$ cat src/rtl/fetch_sequencer.sv
// -----------------------------------------------------------------------------
// fetch_sequencer
//
// Control FSM that walks the 16-bit program counter through reset-vector load,
// instruction fetch, post-fetch increment and branch load. It drives the
// external program counter's load/inc/data_in16 ports, issues reads on the
// memory read port, hands each fetched instruction to the execute stage, and
// supports halt/resume plus a stuck-memory timeout that parks the FSM in FAULT.
//
// Parameters
//   RESET_VECTOR  address loaded into the PC when leaving IDLE
//   ACK_TIMEOUT   WAIT cycles without mem_ack before FAULT (0 disables)
//
// Ports
//   clk, reset_n        single rising-edge clock, async active-low reset
//   run                 start from IDLE / resume from HALT
//   halt_req            go to HALT instead of FETCH when exec_done arrives
//   pc_value            current PC (PC data_out16)
//   pc_load, pc_inc     PC load / increment strobes (never both high)
//   pc_data             PC load value, 0 whenever pc_load is low
//   mem_rd, mem_addr    memory read request and address (FETCH and WAIT only)
//   mem_ack, mem_rdata  read data valid and read data
//   instr, instr_valid  instruction register and its one-cycle "new" pulse
//   exec_done           execute stage finished the current instruction
//   branch_taken        qualifies branch_target on exec_done
//   branch_target       next PC when a branch is taken
//   halted, fault       status flags for HALT and FAULT
//   state               current state encoding, for debug
// -----------------------------------------------------------------------------
module fetch_sequencer #(
  parameter logic [15:0] RESET_VECTOR = 16'h0000,
  parameter int unsigned ACK_TIMEOUT  = 255
) (
  input  logic        clk,
  input  logic        reset_n,
  input  logic        run,
  input  logic        halt_req,
  input  logic [15:0] pc_value,
  output logic        pc_load,
  output logic        pc_inc,
  output logic [15:0] pc_data,
  output logic        mem_rd,
  output logic [15:0] mem_addr,
  input  logic        mem_ack,
  input  logic [15:0] mem_rdata,
  output logic [15:0] instr,
  output logic        instr_valid,
  input  logic        exec_done,
  input  logic        branch_taken,
  input  logic [15:0] branch_target,
  output logic        halted,
  output logic        fault,
  output logic [2:0]  state
);

  typedef enum logic [2:0] {
    S_IDLE   = 3'd0,
    S_VECTOR = 3'd1,
    S_FETCH  = 3'd2,
    S_WAIT   = 3'd3,
    S_EXEC   = 3'd4,
    S_HALT   = 3'd5,
    S_FAULT  = 3'd6
  } state_t;

  // The wait counter is 8 bits wide, so only the low byte of the limit matters.
  localparam logic [7:0] ACK_LIMIT = 8'(ACK_TIMEOUT);

  state_t      state_q, state_d;
  logic [7:0]  cnt_q, cnt_d;
  logic [15:0] instr_q, instr_d;
  logic        valid_q, valid_d;

  // NOTE: every signal written below gets a default before the case statement,
  // so no path leaves a value unassigned and no latch is inferred.
  always_comb begin
    state_d  = state_q;
    cnt_d    = cnt_q;
    instr_d  = instr_q;
    valid_d  = 1'b0;
    pc_load  = 1'b0;
    pc_inc   = 1'b0;
    pc_data  = 16'h0000;
    mem_rd   = 1'b0;
    mem_addr = 16'h0000;
    halted   = 1'b0;
    fault    = 1'b0;

    case (state_q)
      S_IDLE: begin
        if (run) state_d = S_VECTOR;
      end

      S_VECTOR: begin
        pc_load = 1'b1;
        pc_data = RESET_VECTOR;
        state_d = S_FETCH;
      end

      S_FETCH: begin
        mem_rd   = 1'b1;
        mem_addr = pc_value;
        cnt_d    = 8'd0;
        state_d  = S_WAIT;
      end

      S_WAIT: begin
        mem_rd   = 1'b1;
        mem_addr = pc_value;
        if (mem_ack) begin
          // The PC steps on the same edge the instruction is captured, so it
          // already points at the next instruction while this one executes.
          pc_inc  = 1'b1;
          instr_d = mem_rdata;
          valid_d = 1'b1;
          state_d = S_EXEC;
        end else begin
          // The ack branch is checked first, so an ack landing on the final
          // permitted cycle still wins over the timeout.
          cnt_d = cnt_q + 8'd1;
          if ((ACK_LIMIT != 8'd0) && (cnt_d == ACK_LIMIT)) state_d = S_FAULT;
        end
      end

      S_EXEC: begin
        if (exec_done) begin
          if (branch_taken) begin
            pc_load = 1'b1;
            pc_data = branch_target;
          end
          // A branch load and a halt may coincide: the PC takes the target
          // and resume later fetches from it.
          state_d = halt_req ? S_HALT : S_FETCH;
        end
      end

      S_HALT: begin
        halted = 1'b1;
        if (run) state_d = S_FETCH;
      end

      S_FAULT: begin
        fault = 1'b1;
      end

      default: begin
        // Encoding 7 is never entered; fall back to IDLE if it ever appears.
        state_d = S_IDLE;
      end
    endcase
  end

  // NOTE: state uses non-blocking assignments so every register samples the
  // pre-edge values computed above, independent of statement order.
  always_ff @(posedge clk or negedge reset_n) begin
    if (!reset_n) begin
      state_q <= S_IDLE;
      cnt_q   <= 8'd0;
      // NOTE: the instruction register is reset too, so a reset mid-fetch
      // never leaves a stale instruction visible to the execute stage.
      instr_q <= 16'h0000;
      valid_q <= 1'b0;
    end else begin
      state_q <= state_d;
      cnt_q   <= cnt_d;
      instr_q <= instr_d;
      valid_q <= valid_d;
    end
  end

  assign instr       = instr_q;
  assign instr_valid = valid_q;
  assign state       = state_q;

endmodule

$ cat config.mk
export PLATFORM = sky130hd
export DESIGN_NAME = fetch_sequencer
export DESIGN_NICKNAME = d
export VERILOG_FILES = /design/src/rtl/fetch_sequencer.sv
export SDC_FILE = /design/constraint.sdc
export NUM_CORES = 1
export LEC_CHECK = 0
export CAP_MARGIN = 15
export CORE_ASPECT_RATIO = 1.2
export CORE_UTILIZATION = 36
export DETAILED_ROUTE_END_ITERATION = 6
export PLACE_DENSITY_LB_ADDON = 0.3
export SYNTH_ARGS = -nofsm -noshare
export SYNTH_HDL_FRONTEND = slang
export SYNTH_SLANG_ARGS = --single-unit
$ cat constraint.sdc
create_clock -name clk -period 2.4 [get_ports clk]
set_input_delay 0.48 -clock clk [delete_from_list [all_inputs] [get_ports clk]]
set_output_delay 0.48 -clock clk [all_outputs]
set_load 0.05 [all_outputs]
==> run summary, run 1 <==
OUTCOME
-------------------------------------------------------------------------------------------------
Status ............................................................................. finished clean

STA
-------------------------------------------------------------------------------------------------
Final min period ...................................................................      2.29 ns
Final cycle utilization of the critical path .......................................        95.5%
Max-slew violations ................................................................            0
Final hold violations ..............................................................            0
Worst setup skew after layout ......................................................   0.00420 ns
TNS Setup ..........................................................................         0 ns
Highest clock frequency the design can meet ........................................      436 MHz
Number of setup violations in the final report .....................................            0
Actual slew at the worst max-slew pin ..............................................     0.503 ns
Headroom to the max-slew limit .....................................................        66.4%

SETUP PATH
-------------------------------------------------------------------------------------------------
Worst Setup End Kind ............................................................... primary output
Reg-to-reg slack, setup ............................................................      0.44 ns
Data arrival time of the worst path ................................................      1.81 ns
Critical path start-end classification ............................................. flip-flop to primary output
Stages on the worst setup path .....................................................            5
Critical Path, Cell by Cell ........................................................ inv_1 > nand2_1 > clkinvlp_4 > and2_1 > buf_12
Family with the most delay on the worst path .......................................   flip-flops
Delay of the slowest cell on the worst path ........................................      0.54 ns
Highest fanout seen on the critical path ...........................................           10
Worst reg2reg path depth ...........................................................            7
Critical path's slowest cell .......................................................      dfrtp_1
Total buffers and inverters traversed by the critical path .........................            3
Data required time at the worst endpoint ...........................................      1.92 ns
Nature of the critical path startpoint .............................................    flip-flop

SYNTHESIS
-------------------------------------------------------------------------------------------------
EDFF count, synth ..................................................................            0
Async set-reset flop share out of synthesis ........................................         100%
Sequential element share of the synthesized area ...................................        40.9%
Flip-flop and latch count after synthesis ..........................................           28
Post-Syn Nets ......................................................................          231
Count of warnings emitted by yosys .................................................            0
Most instantiated flip-flop cell in the synthesis netlist ..........................      dfrtp_1
Number of distinct library cell variants in the gate-level netlist after synthesis .           47
Post-synthesis area per instance ...................................................   9.85 sq um
Cell Area, Synth ...................................................................   1710 sq um
Cell count after synthesis .........................................................          174

DETAILED ROUTING
-------------------------------------------------------------------------------------------------
Post-route ant nets ................................................................            0
Avg Vias per Cell ..................................................................         4.90
Number of remaining DRC errors .....................................................            0
Total via count after detailed routing .............................................         1677
Detailed-route wire length per cell ................................................ 12.9 microns
Total routed wirelength ............................................................      4.40 mm
Drt first-iter violations ..........................................................           43
Drt pass-1 iters ...................................................................            4

CLOCK TREE
-------------------------------------------------------------------------------------------------
Post-cts resize count ..............................................................            0
Quantity of hold-fixing buffers added after cts ....................................            0
H-tree levels ......................................................................            1
Post-CTS Setup Inserts .............................................................            0
Number of CTS-inserted buffers .....................................................            3
TritonCTS clock tree ...............................................................         done
Clock latency on the worst-skew pair ...............................................      0.26 ns
Max Root-Sink Buffers ..............................................................            2
Clk slew on worst S/H paths ........................................................      0.08 ns
CTS root buf .......................................................................     clkbuf_8
Clock tree sinks ...................................................................           28

FINAL LAYOUT
-------------------------------------------------------------------------------------------------
Area growth from synthesis to layout ...............................................        92.1%
Highest-count cells in the layout ignoring fill and taps ........................... 73 x clkdlybuf4s50_1, 35 x buf_12, 28 x dfrtp_1, 17 x and2_2, 16 x and2_1
Layout cells sized above 1 .........................................................        29.9%
Most common cell after layout, fill and taps aside ................................. clkdlybuf4s50_1
Post-Route Utilization .............................................................        71.7%
Nets ...............................................................................          343
Summed area of non-filler cells in the final layout ................................   3290 sq um
Fill cell count ....................................................................          364
Count of antenna diodes in the layout ..............................................            0

MIN PATH
-------------------------------------------------------------------------------------------------
Min-Delay Path Depth ...............................................................            1
Hold Path Class .................................................................... flip-flop to flip-flop

FLOORPLANNING
-------------------------------------------------------------------------------------------------
Number of top-level design ports ...................................................          112
Starting density of the core .......................................................        37.3%
Y dimension of the die ............................................................. 77.6 microns
Die Area ...........................................................................   5040 sq um
Area inside the core boundary ......................................................   4590 sq um
Placement Rows .....................................................................           27
Die width .......................................................................... 65.0 microns

POWER
-------------------------------------------------------------------------------------------------
Post-route total power .............................................................      3950 uW
Maximum resistive drop on vdd ......................................................   0.000793 V
P per Cell Area .................................................................... 1200 nW/um^2
Leakage power summed over all cells ................................................   0.00140 uW

GLOBAL ROUTE
-------------------------------------------------------------------------------------------------
Number of antenna violations at the first check in global routing ..................            0
First-pass GRT wire length .........................................................      7.49 mm
Maximum number of pins on one net before global-route repair .......................           29
Number of global-route vias before repair ..........................................         1708
Overall Global Routing Usage .......................................................        18.5%
Total gr overflow ..................................................................            0

PLACED DESIGN
-------------------------------------------------------------------------------------------------
RD Place Congestion ................................................................        0.839
HPWL after detailed placement ......................................................      3.60 mm
Placed cell areas ..................................................................   3240 sq um
IO buf count .......................................................................          111

RUN
-------------------------------------------------------------------------------------------------
Count of max-cap constraint violations .............................................            0

==> kinds of logic after synthesis <==
kind of cell    count (synthesis)  synth area share (%)
simple gates                   79                  26.9
flops                          28                  40.9
compound gates                 26                  10.9
mux                            20                  13.4
buf+inv                        17                  5.40
xor+xnor                        2                  1.02
fa+ha+maj                       2                  1.46
==> power breakdown <==
part	switching (uW)	internal, uW	leakage (uW)
sequential	230	685	0.000346
combinational	1600	1200	0.00103
clock	120	112	0.0000216
==> cell usage after synthesis (3+ instances only) <==
cell      count  area [sq um]
a21oi_1       4          20.0
inv_1         5          18.8
nor2_1        8          30.0
mux2_1        7          78.8
nand2_1      13          48.8
buf_4         3          22.5
nand4_1       3          18.8
mux2_2        9           101
dfrtp_1      28           701
nor3_1        5          25.0
and3_1        3          18.8
clkbuf_1      4          15.0
o21ai_0       6          30.0
and2_1       33           206
nand2b_1      3          18.8
==> routing by layer <==
| layer | vias up | global-route usage, % | routed length, microns |
|---|---|---|---|
| li1 | 818 | - | - |
| met1 | 767 | 20.1 | 1570 |
| met2 | 90 | 32.8 | 2250 |
| met3 | 2 | 7.79 | 555 |
| met4 | 0 | 3.56 | 26 |
| met5 | - | 0 | 0 |
==> state kept, by name, summed over array words and instances, names as in the netlist <==
name and flops:
instr 16, cnt_q 8, state 3, instr_valid 1
==> per-stage QoR <==
step / std cells / hold WS [ns] / worst slack, ns
2_1_floorplan: 174 / 0.184 / 0.0733
3_3_place_gp: 338 / 0.473 / 0.284
3_5_place_dp: 338 / 0.482 / 0.262
4_1_cts: 341 / 0.502 / 0.125
5_1_grt: 342 / 0.523 / -0.0144
6_report: 342 / 0.493 / 0.108
==> worst paths after layout <==
check,from,endpoint
min reg2reg,instr[15],instr[15]
min,instr[15],instr[15]
max,state[2],mem_addr[1]
max in group asynchronous,reset_n,instr[6]
min in group asynchronous,reset_n,instr[9]
max reg2reg,state[2],instr[11]
==> worst register-to-register path, delay by kind of cell (launching register included) <==
| kind | cells | cell delay, ns |
|---|---|---|
| buf+inv | 3 | 0.59 |
| simple gates | 3 | 0.36 |
| mux | 1 | 0.36 |
| flops | 1 | 0.54 |
==> area by class of cell <==
type | instances | area [sq um] | share of cell area, %
sequential | 28 | 701 | 21.3
inverter | 6 | 26.3 | 0.798
multi-input combinational | 129 | 946 | 28.7
timing repair inverter | 1 | 7.51 | 0.228
tap | 58 | 72.6 | 2.20
clock buffer | 3 | 41.3 | 1.25
timing repair buffer | 117 | 1500 | 45.5
(Power assumes the default switching activity.)
==> inputs of run 2 (changes only) <==
--- a/config.mk
+++ b/config.mk
@@ -6,8 +6,10 @@
 export NUM_CORES = 1
 export LEC_CHECK = 0
 export CAP_MARGIN = 15
+export CELL_PAD_IN_SITES_DETAIL_PLACEMENT = 1
+export CELL_PAD_IN_SITES_GLOBAL_PLACEMENT = 1
 export CORE_ASPECT_RATIO = 1.2
-export CORE_UTILIZATION = 36
+export CORE_UTILIZATION = 25
 export DETAILED_ROUTE_END_ITERATION = 6
 export PLACE_DENSITY_LB_ADDON = 0.3
 export SYNTH_ARGS = -nofsm -noshare
==> run summary, run 2 (synthesized netlist as in run 1, its figures left out) <==
OUTCOME
--------------------------------------------------------------------------------
Status ............................................................ finished clean

SETUP PATH
--------------------------------------------------------------------------------
Delay of the slowest cell on the worst path .......................      0.50 ns
Nature of the critical path startpoint ............................    flip-flop
Critical path's slowest cell ......................................      dfrtp_1
Critical Path, Cell by Cell ....................................... nand2_1 > clkinvlp_4 > and2_2 > buf_12
Family with the most delay on the worst path ...................... simple AND/OR/NAND/NOR gates
Reg-to-reg slack, setup ...........................................      0.50 ns
Total buffers and inverters traversed by the critical path ........            2
Worst reg2reg path startpoint .....................................     cnt_q[2]
Highest fanout seen on the critical path ..........................           21
Worst Setup End Kind .............................................. primary output
Critical path start-end classification ............................ flip-flop to primary output
Data arrival time of the worst path ...............................      1.78 ns
Data required time at the worst endpoint ..........................      1.92 ns
Crit. Startpoint ..................................................     state[1]

FLOORPLANNING
--------------------------------------------------------------------------------
Y dimension of the die ............................................ 92.7 microns
Number of top-level design ports ..................................          112
Die width ......................................................... 77.6 microns
Starting density of the core ......................................        26.3%
Die Area ..........................................................   7190 sq um
Placement Rows ....................................................           32
Area inside the core boundary .....................................   6530 sq um

STA
--------------------------------------------------------------------------------
Final min period ..................................................      2.26 ns
Worst setup skew after layout .....................................   0.00142 ns
Headroom to the max-slew limit ....................................        66.0%
WHS ...............................................................     0.496 ns
Number of setup violations in the final report ....................            0
Max-slew violations ...............................................            0
Actual slew at the worst max-slew pin .............................     0.508 ns
Final hold violations .............................................            0
RSZ-0062 raised after global routing ..............................         true
Setup slack after layout ..........................................     0.144 ns
Final cycle utilization of the critical path ......................        94.0%
Highest clock frequency the design can meet .......................      443 MHz

POWER
--------------------------------------------------------------------------------
Clock network power share .........................................         7.0%
Maximum resistive drop on vdd .....................................   0.000568 V
Switching power as a share of total power .........................        49.3%
Total net switching power .........................................      1980 uW
Power Internal ....................................................      2030 uW
Leakage power summed over all cells ...............................   0.00141 uW
P per Cell Area ................................................... 1200 nW/um^2
Gate power share ..................................................        70.5%
Part of the total power dissipated in sequential elements .........        22.4%

FINAL LAYOUT
--------------------------------------------------------------------------------
Sequential cell area ..............................................    701 sq um
Footprint of the multi-input gates ................................    946 sq um
Fill cell count ...................................................          707
Layout cells sized above 1 ........................................        30.2%
Area growth from synthesis to layout ..............................        94.9%
Post-Route Utilization ............................................        51.2%
Count of antenna diodes in the layout .............................            0
Max reg flops .....................................................           16
Highest-count cells in the layout ignoring fill and taps .......... 73 x clkdlybuf4s50_1, 35 x buf_12, 28 x dfrtp_1, 17 x and2_2, 16 x and2_1
Most common cell after layout, fill and taps aside ................ clkdlybuf4s50_1
Nets ..............................................................          343

DETAILED ROUTING
--------------------------------------------------------------------------------
Detailed-route wire length per cell ............................... 13.8 microns
Drt pass-1 iters ..................................................            4
Drt first-iter violations .........................................           54
Total routed wirelength ...........................................      5.11 mm
Post-route ant nets ...............................................            0
Total via count after detailed routing ............................         1701
Avg Vias per Cell .................................................         4.60
Number of remaining DRC errors ....................................            0

GLOBAL ROUTE
--------------------------------------------------------------------------------
First-pass GRT wire length ........................................      8.67 mm
Total gr overflow .................................................            0
Overall Global Routing Usage ......................................        15.2%
Number of global-route vias before repair .........................         1882
Maximum number of pins on one net before global-route repair ......           29
Number of antenna violations at the first check in global routing .            0

CLOCK TREE
--------------------------------------------------------------------------------
CTS root buf ......................................................     clkbuf_8
Post-CTS Setup Inserts ............................................            0
Clock latency on the worst-skew pair ..............................      0.27 ns
Number of CTS-inserted buffers ....................................            3
Max Root-Sink Buffers .............................................            2
H-tree levels .....................................................            1
TritonCTS clock tree ..............................................         done
Clock tree sinks ..................................................           28
Clk slew on worst S/H paths .......................................      0.09 ns

PLACED DESIGN
--------------------------------------------------------------------------------
HPWL after detailed placement .....................................      4.25 mm
DP Worst Slack ....................................................     0.194 ns
RD Place Congestion ...............................................        0.763
IO buf count ......................................................          111

RUN
--------------------------------------------------------------------------------
Count of max-cap constraint violations ............................            0

MIN PATH
--------------------------------------------------------------------------------
Hold Path Class ................................................... flip-flop to flip-flop
HP Start ..........................................................     instr[7]

-- run 2: final timing paths --
| path | endpoint | depth (start not counted) |
|---|---|---|
| worst max-delay path | mem_addr[8] | 4 |
| worst min-delay path | instr[7] | 1 |
| worst max register to register | state[0] | 5 |
| worst min register to register | instr[7] | 1 |
| max in group asynchronous | cnt_q[1] | 2 |
| min in group asynchronous | instr[13] | 2 |
-- run 2: per-stage QoR --
| step | instances | total power (uW) | instance area [sq um] | setup TNS [ns] |
|---|---|---|---|---|
| finish | 370 | 4010 | 3340 | 0 |
| global route | 370 | 4230 | 3340 | -0.0718 |
| CTS | 370 | 4060 | 3340 | 0 |
| detailed placement | 366 | 3770 | 3280 | 0 |
| global placement | 366 | 3700 | 3280 | 0 |
| floorplan | 174 | 2630 | 1740 | 0 |
-- run 2: what timing repair did --
action,in CTS,in global routing
hold buffers,0,0
resized for setup,1,0
setup endpoints to repair,1,9
pin swaps,0,0
-- run 2: layer usage --
metal  track usage [%]  wire (microns)  vias up
li1                  -               -      820
met2              28.4            2680       89
met5                 0               0        -
met3              5.81             557        6
met1              15.1            1790      786
met4              5.03              77        0
-- run 2: cell type report --
class / instances / area share [%]
repair buffers: 118 / 45.1
well taps: 85 / 3.18
clock buffers: 4 / 1.65
flip-flops and latches: 28 / 21.0
inverters: 6 / 0.787
multi-input cells: 129 / 28.3
-- run 2: power by group through the flow --
stage	Clock, uW	Combinational [uW]	Sequential (uW)
floorplan	0	1210	1420
global placement	0	2800	901
detailed placement	0	2850	915
CTS	293	2870	904
global route	307	2980	942
finish	282	2830	898
